===== src/rtl/pmips_pkg.sv =====
// Shared picoMIPS definitions: default widths and the
// register-address type used by decode, ALU and register file.
package pmips_pkg;
  localparam int DATA_W = 8;
  localparam int RADDR_W = 2;
  typedef logic [RADDR_W-1:0] reg_addr_t;
  localparam reg_addr_t ZERO_REG = '0;
endpackage


===== src/rtl/pmips_scoreboard.sv =====
// Per-register pending bits for multi-cycle producers; a
// register is busy from issue until its writeback lands.
module pmips_scoreboard
  import pmips_pkg::*;
#(
  parameter int R_SIZE = RADDR_W,
  parameter int BYPASS = 1
) (
  input  logic              clk,
  input  logic              n_reset,
  input  logic              issue,
  input  logic [R_SIZE-1:0] Iaddr,
  input  logic              we,
  input  logic [R_SIZE-1:0] Waddr,
  input  logic [R_SIZE-1:0] Raddr1,
  input  logic [R_SIZE-1:0] Raddr2,
  output logic              busy1,
  output logic              busy2
);
  localparam int DEPTH = 2 ** R_SIZE;

  logic [DEPTH-1:0] pend_q;
  logic [DEPTH-1:0] pend_d;
  logic             byp1;
  logic             byp2;

  // Clear first so a same-cycle issue re-arms the bit.
  always_comb begin
    pend_d = pend_q;
    if (we && Waddr != '0)
      pend_d[Waddr] = 1'b0;
    if (issue && Iaddr != '0)
      pend_d[Iaddr] = 1'b1;
    pend_d[0] = 1'b0;
  end

  always_ff @(posedge clk) begin
    if (!n_reset)
      pend_q <= '0;
    else
      pend_q <= pend_d;
  end

  always_comb begin
    byp1  = (BYPASS != 0) && we && (Waddr == Raddr1);
    byp2  = (BYPASS != 0) && we && (Waddr == Raddr2);
    busy1 = pend_q[Raddr1] && !byp1;
    busy2 = pend_q[Raddr2] && !byp2;
  end
endmodule


===== src/rtl/regs_sb.sv =====
// picoMIPS register file: %0 hardwired to zero, two async
// read ports, one sync write port, pending scoreboard.
module regs_sb
  import pmips_pkg::*;
#(
  parameter int n      = DATA_W,
  parameter int R_SIZE = RADDR_W,
  parameter int BYPASS = 1
) (
  input  logic              clk,
  input  logic              n_reset,
  input  logic              we,
  input  logic [R_SIZE-1:0] Waddr,
  input  logic [n-1:0]      Wdata,
  input  logic [R_SIZE-1:0] Raddr1,
  input  logic [R_SIZE-1:0] Raddr2,
  output logic [n-1:0]      Rdata1,
  output logic [n-1:0]      Rdata2,
  input  logic              issue,
  input  logic [R_SIZE-1:0] Iaddr,
  output logic              busy1,
  output logic              busy2,
  output logic              stall
);
  localparam int DEPTH = 2 ** R_SIZE;

  logic [n-1:0] regs_q [DEPTH];
  logic [n-1:0] regs_d [DEPTH];

  always_comb begin
    regs_d = regs_q;
    if (we && Waddr != '0)
      regs_d[Waddr] = Wdata;
    regs_d[0] = '0;
  end

  always_ff @(posedge clk) begin
    if (!n_reset) begin
      for (int i = 0; i < DEPTH; i++)
        regs_q[i] <= '0;
    end else begin
      regs_q <= regs_d;
    end
  end

  always_comb begin
    Rdata1 = regs_q[Raddr1];
    Rdata2 = regs_q[Raddr2];
    if ((BYPASS != 0) && we && Waddr == Raddr1)
      Rdata1 = Wdata;
    if ((BYPASS != 0) && we && Waddr == Raddr2)
      Rdata2 = Wdata;
    if (Raddr1 == '0)
      Rdata1 = '0;
    if (Raddr2 == '0)
      Rdata2 = '0;
  end

  pmips_scoreboard #(
    .R_SIZE (R_SIZE),
    .BYPASS (BYPASS)
  ) u_sb (
    .clk     (clk),
    .n_reset (n_reset),
    .issue   (issue),
    .Iaddr   (Iaddr),
    .we      (we),
    .Waddr   (Waddr),
    .Raddr1  (Raddr1),
    .Raddr2  (Raddr2),
    .busy1   (busy1),
    .busy2   (busy2)
  );

  assign stall = busy1 | busy2;
endmodule


===== config.mk =====
export PLATFORM = sky130hd
export DESIGN_NAME = regs_sb
export DESIGN_NICKNAME = d
export VERILOG_FILES = /design/src/rtl/pmips_pkg.sv /design/src/rtl/pmips_scoreboard.sv /design/src/rtl/regs_sb.sv
export SDC_FILE = /design/constraint.sdc
export NUM_CORES = 1
export LEC_CHECK = 0
export BUFFER_PORTS_ARGS = -buffer_cell sky130_fd_sc_hd__buf_2
export CAP_MARGIN = 20
export CELL_PAD_IN_SITES_DETAIL_PLACEMENT = 0
export CELL_PAD_IN_SITES_GLOBAL_PLACEMENT = 1
export CORE_ASPECT_RATIO = 1.2
export CORE_MARGIN = 10
export CORE_UTILIZATION = 39
export DETAILED_ROUTE_END_ITERATION = 7
export PLACE_DENSITY_LB_ADDON = 0.1
export RECOVER_POWER = 100
export SYNTH_ARGS = -nofsm -noshare
export SYNTH_HDL_FRONTEND = slang
export SYNTH_SLANG_ARGS = --single-unit

===== constraint.sdc =====
create_clock -name clk -period 1.3 [get_ports clk]
set_input_delay 0.065 -clock clk [delete_from_list [all_inputs] [get_ports clk]]
set_output_delay 0.065 -clock clk [all_outputs]
set_load 0.01 [all_outputs]

==> impl_metrics.tcl, run 1 <==
set metrics [dict create \
    status "complete, but fails checks" \
    violations "negative setup slack" \
    ys_seq_area_share_pct 32.51 \
    ant_nets 0 \
    synth_mux_area_share_pct 17.01 \
    synth_simple_gate_area_share_pct 15.43 \
    syn-cell-area_mm2 0.001663 \
    first_iter_violations 165 \
    power.total_mw 1.850 \
    grt_usage_pct 13.82 \
    pwr_density_cell_mw_per_mm2 846.2 \
    finalClockSkew_ns 0 \
    critPathKind "flip-flop to output pin" \
    clockBufferDepth 2 \
    ys_warn_count 0 \
    ys_seq_elements 27 \
    fin_cells 299 \
    die_w_um 79.61 \
    grt_max_degree 28 \
    num_rows 25 \
    rsz0062_at_grt "true" \
    die-area_mm2 0.007286 \
    timing.final.ws_setup_ns -0.03290 \
    hp-class "input port to flip-flop" \
    tightest_slew_ns 0.4149 \
    timing.final.crit_share_pct 102.5 \
    portBuffers 38 \
    synth.distinct_cells 23 \
    setup_violations 4 \
    ios 39 \
    ir_worst_vdd_uv 473.1 \
    vias 1645 \
    synthCells 195 \
    cts_tree "done" \
    core_area_mm2 0.004035 \
    placed_area_mm2 0.001953 \
    required_ns 1.24 \
    fin_hold_ws_ns 0.06162 \
    hold_violations 0 \
    synth_compound_area_share_pct 24.30 \
    fin_nets 266 \
    finalMaxSlewViolations 0 \
    final_util_pct 54.17 \
    grt-ovfl-total 0 \
    post-route-drc-count 0 \
    placed_cells 289 \
    numCtsBuffers 3 \
    clk_pin_slew_ns 0.09 \
    cts_max_level 1 \
    synthAdderAreaFrac_pct 0 \
    initial_core_util_pct 41.21 \
    drv_cap 0 \
    synth_top_family_by_area "compound AO/OA/AOI/OAI gates" \
    n_antenna_cell 0 \
    final_area_mm2 0.002186 \
    path_max_fanout 3 \
    start_kind "flip-flop" \
    wire_per_inst_um 17.55 \
    grt_pass1_vias 1697 \
    worst_ep_arrival_time_ns 1.27 \
    synth-xor-area-share_pct 2.107 \
    syn_to_final_growth_pct 31.45 \
    viasPerCell 5.502 \
    finalCriticalPeriod_ns 1.333 \
    dp_hpwl_um 3655 \
    cts.sinks 27 \
    synthesis.nets 215 \
    drtPass1Iterations 6 \
    max_freq_ghz 0.7502 \
    gp_congestion 0.8592 \
    avgSynthCellArea_um2 8.527 \
    antenna_found_initial 0 \
    routed_wl_um 5246 \
    drive_gt1_share_pct 39.59 \
    end_kind "output pin" \
    clk_latency_ns 0.27 \
    grt_pass1_wl_um 8280 \
    slew-limit-headroom_pct 72.34 \
    tns_ns -0.06825 \
    power.leakage_nw 0.9818 \
    cts-root-buf "clkbuf_8" \
    die_h_um 91.53 \
    dp_slack_ns -0.03387 \
]
synth_stat cells:
| library cell | instances | area [um2] |
|---|---|---|
| clkinv_1 | 2 | 7.510 |
| a31oi_1 | 2 | 12.51 |
| a21boi_0 | 17 | 127.6 |
| and3b_1 | 1 | 8.760 |
| inv_1 | 9 | 33.78 |
| nor2b_1 | 10 | 62.56 |
| mux2i_1 | 26 | 260.3 |
| nand3b_1 | 3 | 22.52 |
| clkbuf_1 | 4 | 15.01 |
| nand2_1 | 35 | 131.4 |
| o22ai_1 | 1 | 6.260 |
| dfxtp_1 | 27 | 540.5 |
| a32oi_1 | 2 | 17.52 |
| nor2_1 | 2 | 7.510 |
| a222oi_1 | 16 | 160.2 |
| buf_2 | 7 | 35.03 |
| buf_6 | 4 | 45.04 |
| mux2_2 | 2 | 22.52 |
| nand3_1 | 1 | 5.000 |
| o21ai_0 | 16 | 80.08 |
| buf_4 | 1 | 7.510 |
| xnor2_1 | 4 | 35.03 |
| and3_1 | 3 | 18.77 |
what timing repair did:
action,CTS,global route
cloned,0,2
pin swaps,9,9
setup endpoints to repair,12,19
gates resized for setup,22,32
hold buffers,0,0
buffers inserted,1,3
sequential cells by signal (all words and copies together) (netlist names):
name and cells:
u_sb.pend_q 3, regs_q 24
path summary, 6_finish.rpt:
check | slack [ns] | cells past startpoint | startpoint | to
max | -0.03 | 4 | u_sb.pend_q[3] | stall
min | 0.06 | 3 | Wdata[6] | regs_q[14]
max reg2reg | 0.61 | 2 | regs_q[13] | regs_q[13]
min reg2reg | 0.48 | 2 | regs_q[0] | regs_q[0]
cell type report:
class | count | area (um2)
multi-input combinational | 141 | 1041
sequential | 27 | 564.3
clock buffer | 4 | 45.04
timing repair buffer | 62 | 426.7
fill | 390 | 1849
inverter | 11 | 41.29
tap | 54 | 67.56
layer usage:
layer  up-vias  GRT usage (%)  part of all wire (%)
met1       787          16.60                    43
met4         0          3.892                  0.46
met2        47          23.04                    50
li1        809              -                     -
met3         2          3.945                   7.1
met5         -              0                     0
worst max-delay path, cell delays in order (launching register included):
cell     delay, ns
dfxtp_2       0.35
mux2i_1       0.07
mux2_4        0.29
o22ai_2       0.14
buf_2         0.15
cell usage in the layout, fill, tap and decap left out:
| cell | Yosys | routed |
|---|---|---|
| buf_6 | 4 | 3 |
| o21ai_2 | 0 | 2 |
| nand3b_1 | 3 | 3 |
| clkbuf_4 | 0 | 1 |
| nor2b_1 | 10 | 10 |
| and3_1 | 3 | 1 |
| a21boi_0 | 17 | 17 |
| nand3_1 | 1 | 1 |
| mux2_4 | 0 | 2 |
| o21ai_1 | 0 | 6 |
| nand2_1 | 35 | 35 |
| xnor2_4 | 0 | 1 |
| xnor2_1 | 4 | 2 |
| buf_4 | 1 | 20 |
| clkbuf_16 | 0 | 1 |
| dfxtp_1 | 27 | 8 |
| clkbuf_8 | 0 | 3 |
| o22ai_2 | 0 | 1 |
| nor2_2 | 0 | 2 |
| xnor2_2 | 0 | 1 |
| and3b_2 | 0 | 1 |
| a31oi_1 | 2 | 1 |
| buf_2 | 7 | 35 |
| inv_1 | 9 | 9 |
| buf_8 | 0 | 1 |
| mux2i_1 | 26 | 26 |
| buf_12 | 0 | 1 |
| dfxtp_2 | 0 | 19 |
| a222oi_1 | 16 | 16 |
| clkbuf_1 | 4 | 1 |
| o21ai_0 | 16 | 8 |
| and3_2 | 0 | 2 |
| a31oi_2 | 0 | 1 |
| a32oi_1 | 2 | 2 |
| clkinv_1 | 2 | 2 |
kinds of logic after synthesis:
family,after synthesis
xor gates and xnor gates,4
muxes,28
DFF,27
and+or+nand+nor,55
AOI/OAI and AO/OA,54
buffers and inverters,27
power breakdown:
part	leakage (nW)	switching [mW]	internal [mW]	total, mW
clock	0.0228	0.255	0.219	0.474
sequential	0.228	0.0216	0.860	0.882
combinational	0.731	0.260	0.234	0.494
total	0.982	0.536	1.31	1.85
Power figures use the tool's default switching activity.
==> inputs of run 2 (changes only) <==
--- a/config.mk
+++ b/config.mk
@@ -15,6 +15,7 @@
 export DETAILED_ROUTE_END_ITERATION = 7
 export PLACE_DENSITY_LB_ADDON = 0.1
 export RECOVER_POWER = 100
+export SKIP_CTS_REPAIR_TIMING = 1
 export SYNTH_ARGS = -nofsm -noshare
 export SYNTH_HDL_FRONTEND = slang
 export SYNTH_SLANG_ARGS = --single-unit
==> run 2 against run 1 <==
The flow still finishes with violations (negative setup slack). Total power shrank 0.10%. Sequential cell count did not move. Sequential power about the same. Clock skew unchanged. Global-route usage fell by 0.22 points. Non-clock buffer count is 3 higher. Worst setup slack worse by 0.019 ns. Highest routed layer unchanged.
==> impl_metrics.tcl, run 2 (synthesis results as in run 1) <==
set metrics [dict create \
    final_common_cell "buf_2" \
    tightest_slew_ns 0.7861 \
    routed_wl_um 5240 \
    cts_tree "done" \
    power.leakage_nw 0.9864 \
    required_ns 1.24 \
    hold_violations 0 \
    vias 1696 \
    worst_ep_arrival_time_ns 1.29 \
    die_w_um 79.61 \
    syn_to_final_growth_pct 31.23 \
    dp_hpwl_um 3655 \
    clk_latency_ns 0.27 \
    drive_gt1_share_pct 37.90 \
    die-area_mm2 0.007286 \
    cts_max_level 1 \
    reg2reg_slack_ns 0.61 \
    post-route-drc-count 0 \
    n_fill_cell 386 \
    clockBufferDepth 2 \
    fin_nets 269 \
    ant_nets 0 \
    initial_core_util_pct 41.21 \
    cts-root-buf "clkbuf_8" \
    p_seq_share_pct 47.7 \
    drv_cap 0 \
    dp_slack_ns -0.03387 \
    first_iter_violations 159 \
    finalMaxSlewViolations 0 \
    sw_frac_of_total_pct 29.17 \
    end_kind "output pin" \
    clkPwrFrac_pct 25.9 \
    grt_max_degree 28 \
    finalClockSkew_ns 0 \
    largest_register_ffs 24 \
    clk_pin_slew_ns 0.09 \
    drtPass1Iterations 5 \
    slew-limit-headroom_pct 47.60 \
    rsz0062_at_grt "true" \
    ios 39 \
    die_h_um 91.53 \
    status "complete, but fails checks" \
    start_kind "input port" \
    critPathKind "input port to output pin" \
    final_cell_mix "buf_2, nand2_1, mux2i_1, buf_4, a21boi_0" \
    p_comb_share_pct 26.4 \
    grt_pass1_vias 1682 \
    n_antenna_cell 0 \
    numCtsBuffers 3 \
    gp_congestion 0.8592 \
    timing.final.ws_setup_ns -0.05181 \
    tns_ns -0.2347 \
    core_area_mm2 0.004035 \
    cts.sinks 27 \
    num_rows 25 \
    pwr_density_cell_mw_per_mm2 846.8 \
    grt_pass1_wl_um 8121 \
    reg_top3 "regs_q: 24 flops, u_sb.pend_q: 3 flops" \
    timing.final.crit_share_pct 104.0 \
    p_int_mw 1.309 \
    ir_worst_vdd_uv 499.5 \
    path_max_fanout 5 \
    antenna_found_initial 0 \
    max_freq_ghz 0.7398 \
    wire_per_inst_um 17.35 \
    finalCriticalPeriod_ns 1.352 \
    p_switching_mw 0.5390 \
    setup_violations 11 \
    grt_usage_pct 13.61 \
    top_register "regs_q" \
    grt-ovfl-total 0 \
    violations "negative setup slack" \
    hp-class "input port to flip-flop" \
    viasPerCell 5.616 \
    portBuffers 38 \
]
-- run 2: layout make-up --
type	count	area [um2]	area share, %
Clock buffer	4	45.04	2.064
Inverter	11	41.29	1.892
Multi-Input combinational cell	141	1018	46.67
Timing Repair Buffer	65	449.2	20.58
Sequential cell	27	560.5	25.69
Tap cell	54	67.56	3.096
-- run 2: worst max-delay path: stages --
cell and delay [ns]:
buf_8 0.09, buf_6 0.10, and3b_2 0.26, buf_6 0.12, buf_6 0.10, o21ai_0 0.07
a222oi_1 0.27, buf_2 0.20
-- run 2: power groups by stage --
stage	registers [mW]	logic [mW]	clock network (mW)
2_1_floorplan	0.890	0.264	0
3_3_place_gp	0.894	0.429	0
3_5_place_dp	0.896	0.436	0
4_1_cts	0.877	0.438	0.500
5_1_grt	0.886	0.532	0.536
6_report	0.881	0.488	0.479
-- run 2: routing by layer --
| layer | part of all wire (%) | global-route usage, % |
|---|---|---|
| met5 | 0 | 0 |
| met2 | 49 | 23.11 |
| met3 | 7.7 | 3.945 |
| met1 | 43 | 15.93 |
| met4 | 0.59 | 3.892 |
-- run 2: path summary, 6_finish.rpt --
check                           startpoint         to  depth (start not counted)
worst max register to register   regs_q[0]  regs_q[0]                          3
worst min register to register   regs_q[8]  regs_q[8]                          2
worst min-delay path              Wdata[0]  regs_q[8]                          3
worst max-delay path              Waddr[1]  Rdata2[1]                          8
-- run 2: metrics by stage --
stage          util [%]  power [mW]  std cells  hold slack [ns]  cell area (um2)
3_5_place_dp      48.40       1.332        289           0.3557             1953
2_1_floorplan         -       1.155        195           0.2099             1663
5_1_grt           54.08       1.954        302          0.07403             2182
4_1_cts           49.52       1.815        293          0.05910             1998
6_report          54.08       1.848        302          0.06514             2182
3_3_place_gp      48.40       1.323        289           0.3477             1953
==> inputs of run 3 (changes only) <==
--- a/config.mk
+++ b/config.mk
@@ -13,8 +13,8 @@
 export CORE_MARGIN = 10
 export CORE_UTILIZATION = 39
 export DETAILED_ROUTE_END_ITERATION = 7
+export GPL_TIMING_DRIVEN = 0
 export PLACE_DENSITY_LB_ADDON = 0.1
-export RECOVER_POWER = 100
 export SKIP_CTS_REPAIR_TIMING = 1
 export SYNTH_ARGS = -nofsm -noshare
 export SYNTH_HDL_FRONTEND = slang
==> run 3 against run 2 <==
The flow still finishes with violations (negative setup slack). Sequential cell count stayed put. Global-route usage grew 0.32 points. Clock skew stayed put. Die area stayed put. Highest routed layer unchanged.
==> impl_metrics.tcl, run 3 (synthesis results as in run 1) <==
set metrics [dict create \
    status "complete, but fails checks" \
    violations "negative setup slack" \
    antenna_found_initial 0 \
    hp-class "input port to flip-flop" \
    die_h_um 91.53 \
    slew-limit-headroom_pct 67.02 \
    fin_hold_ws_ns 0.05697 \
    finalMaxSlewViolations 0 \
    cts-root-buf "clkbuf_8" \
    power.leakage_nw 0.9741 \
    cts_max_level 1 \
    wire_per_inst_um 18.71 \
    portBuffers 33 \
    regToRegEndpoint "regs_q[3]" \
    clk_latency_ns 0.27 \
    dp_hpwl_um 3679 \
    hold_start "Wdata[1]" \
    timing.final.crit_share_pct 102.7 \
    initial_core_util_pct 41.21 \
    num_rows 25 \
    cts_tree "done" \
    drv_cap 0 \
    hold_depth 3 \
    top_register "regs_q" \
    critPathKind "flip-flop to output pin" \
    ant_nets 0 \
    hold_violations 0 \
    final_cell_mix "nand2_1, buf_2, mux2i_1, dfxtp_2, a21boi_0" \
    finalClockSkew_ns 0 \
    grt_pass1_wl_um 8245 \
    clockBufferDepth 2 \
    end_kind "output pin" \
    reg_top3 "regs_q: 24 flops, u_sb.pend_q: 3 flops" \
    post-route-drc-count 0 \
    holdPathEnd "regs_q[1]" \
    reg2reg_depth 3 \
    cts.sinks 27 \
    ios 39 \
    core_area_mm2 0.004035 \
    tightest_slew_ns 0.4946 \
    setup_violations 2 \
    drive_gt1_share_pct 37.08 \
    rsz0062_at_grt "true" \
    max_freq_ghz 0.7488 \
    finalCriticalPeriod_ns 1.335 \
    first_iter_violations 140 \
    fin_nets 261 \
    final_util_pct 55.38 \
    syn_to_final_growth_pct 34.39 \
    grt_max_degree 16 \
    pwr_density_cell_mw_per_mm2 848.5 \
    grt_pass1_vias 1629 \
    drtPass1Iterations 8 \
    worst_ep_arrival_time_ns 1.27 \
    critPathLaunch "u_sb.pend_q[3]" \
    die-area_mm2 0.007286 \
    required_ns 1.24 \
    clk_pin_slew_ns 0.09 \
    reg2reg_slack_ns 0.53 \
    ir_worst_vdd_uv 589.9 \
    largest_register_ffs 24 \
    routed_wl_um 5502 \
    die_w_um 79.61 \
    start_kind "flip-flop" \
    path_max_fanout 3 \
    tns_ns -0.04557 \
    grt-ovfl-total 0 \
    viasPerCell 5.711 \
    numCtsBuffers 3 \
    vias 1679 \
    grt_usage_pct 13.93 \
    n_antenna_cell 0 \
    rr_startpoint "regs_q[3]" \
    gp_congestion 0.8301 \
    final_common_cell "nand2_1" \
    timing.final.ws_setup_ns -0.03539 \
]
## run 3: changes by cell type in the layout (fill, tap and decap cells not counted), moves of 3 or more
| cell | change |
|---|---|
| dfxtp_2 | +3 |
| o21ai_1 | +3 |
| buf_4 | -13 |
| o21ai_2 | -3 |
| buf_12 | +5 |
| dfxtp_1 | -3 |
## run 3: worst max-delay path: stages, from the launching register on
cell	delay (ns)
dfxtp_2	0.35
mux2i_1	0.09
mux2_4	0.29
o22ai_2	0.13
buf_2	0.15
## run 3: cell type report
type                            count  area, um2
Clock buffer                        3      41.29
Multi-Input combinational cell    141       1075
Tap cell                           54      67.56
Sequential cell                    27      564.3
Fill cell                         373       1800
Timing Repair Buffer               41      264.0
Buffer                             16      168.9
Clock inverter                      1      5.005
Inverter                           11      48.80
## run 3: through the flow
step                      total power, mW  worst slack, ns  cell area, um2  instances
after global placement              1.305          -0.4160            1896        282
after detailed placement            1.317          -0.4314            1896        282
after floorplan                     1.155           0.1037            1663        195
after CTS                           1.786          -0.4380            1942        286
after global routing                1.975          -0.1080            2235        294
final                               1.896         -0.03539            2235        294
## run 3: metal layers
metal  part of all wire, %  GRT usage, %  vias to the layer above
met5                     0             0                        -
met4                   1.6         4.491                        0
met3                   8.6         2.959                       10
met2                    48         23.11                       77
met1                    42         17.19                      789
li1                      -             -                      803
## run 3: how the worst max path moves through the flow
stage	to	depth (start not counted)	slack [ns]
floorplan	Rdata2[5]	6	0.10
global placement	Rdata2[3]	5	-0.42
detailed placement	Rdata2[3]	5	-0.43
CTS	Rdata1[5]	5	-0.44
global route	stall	4	-0.11
finish	stall	4	-0.04
## run 3: power by group
part           leakage [nW]  switching (mW)  internal, mW  total [mW]
Sequential            0.228          0.0210         0.860       0.881
Combinational         0.720           0.280         0.253       0.533
Clock                0.0255           0.267         0.215       0.482
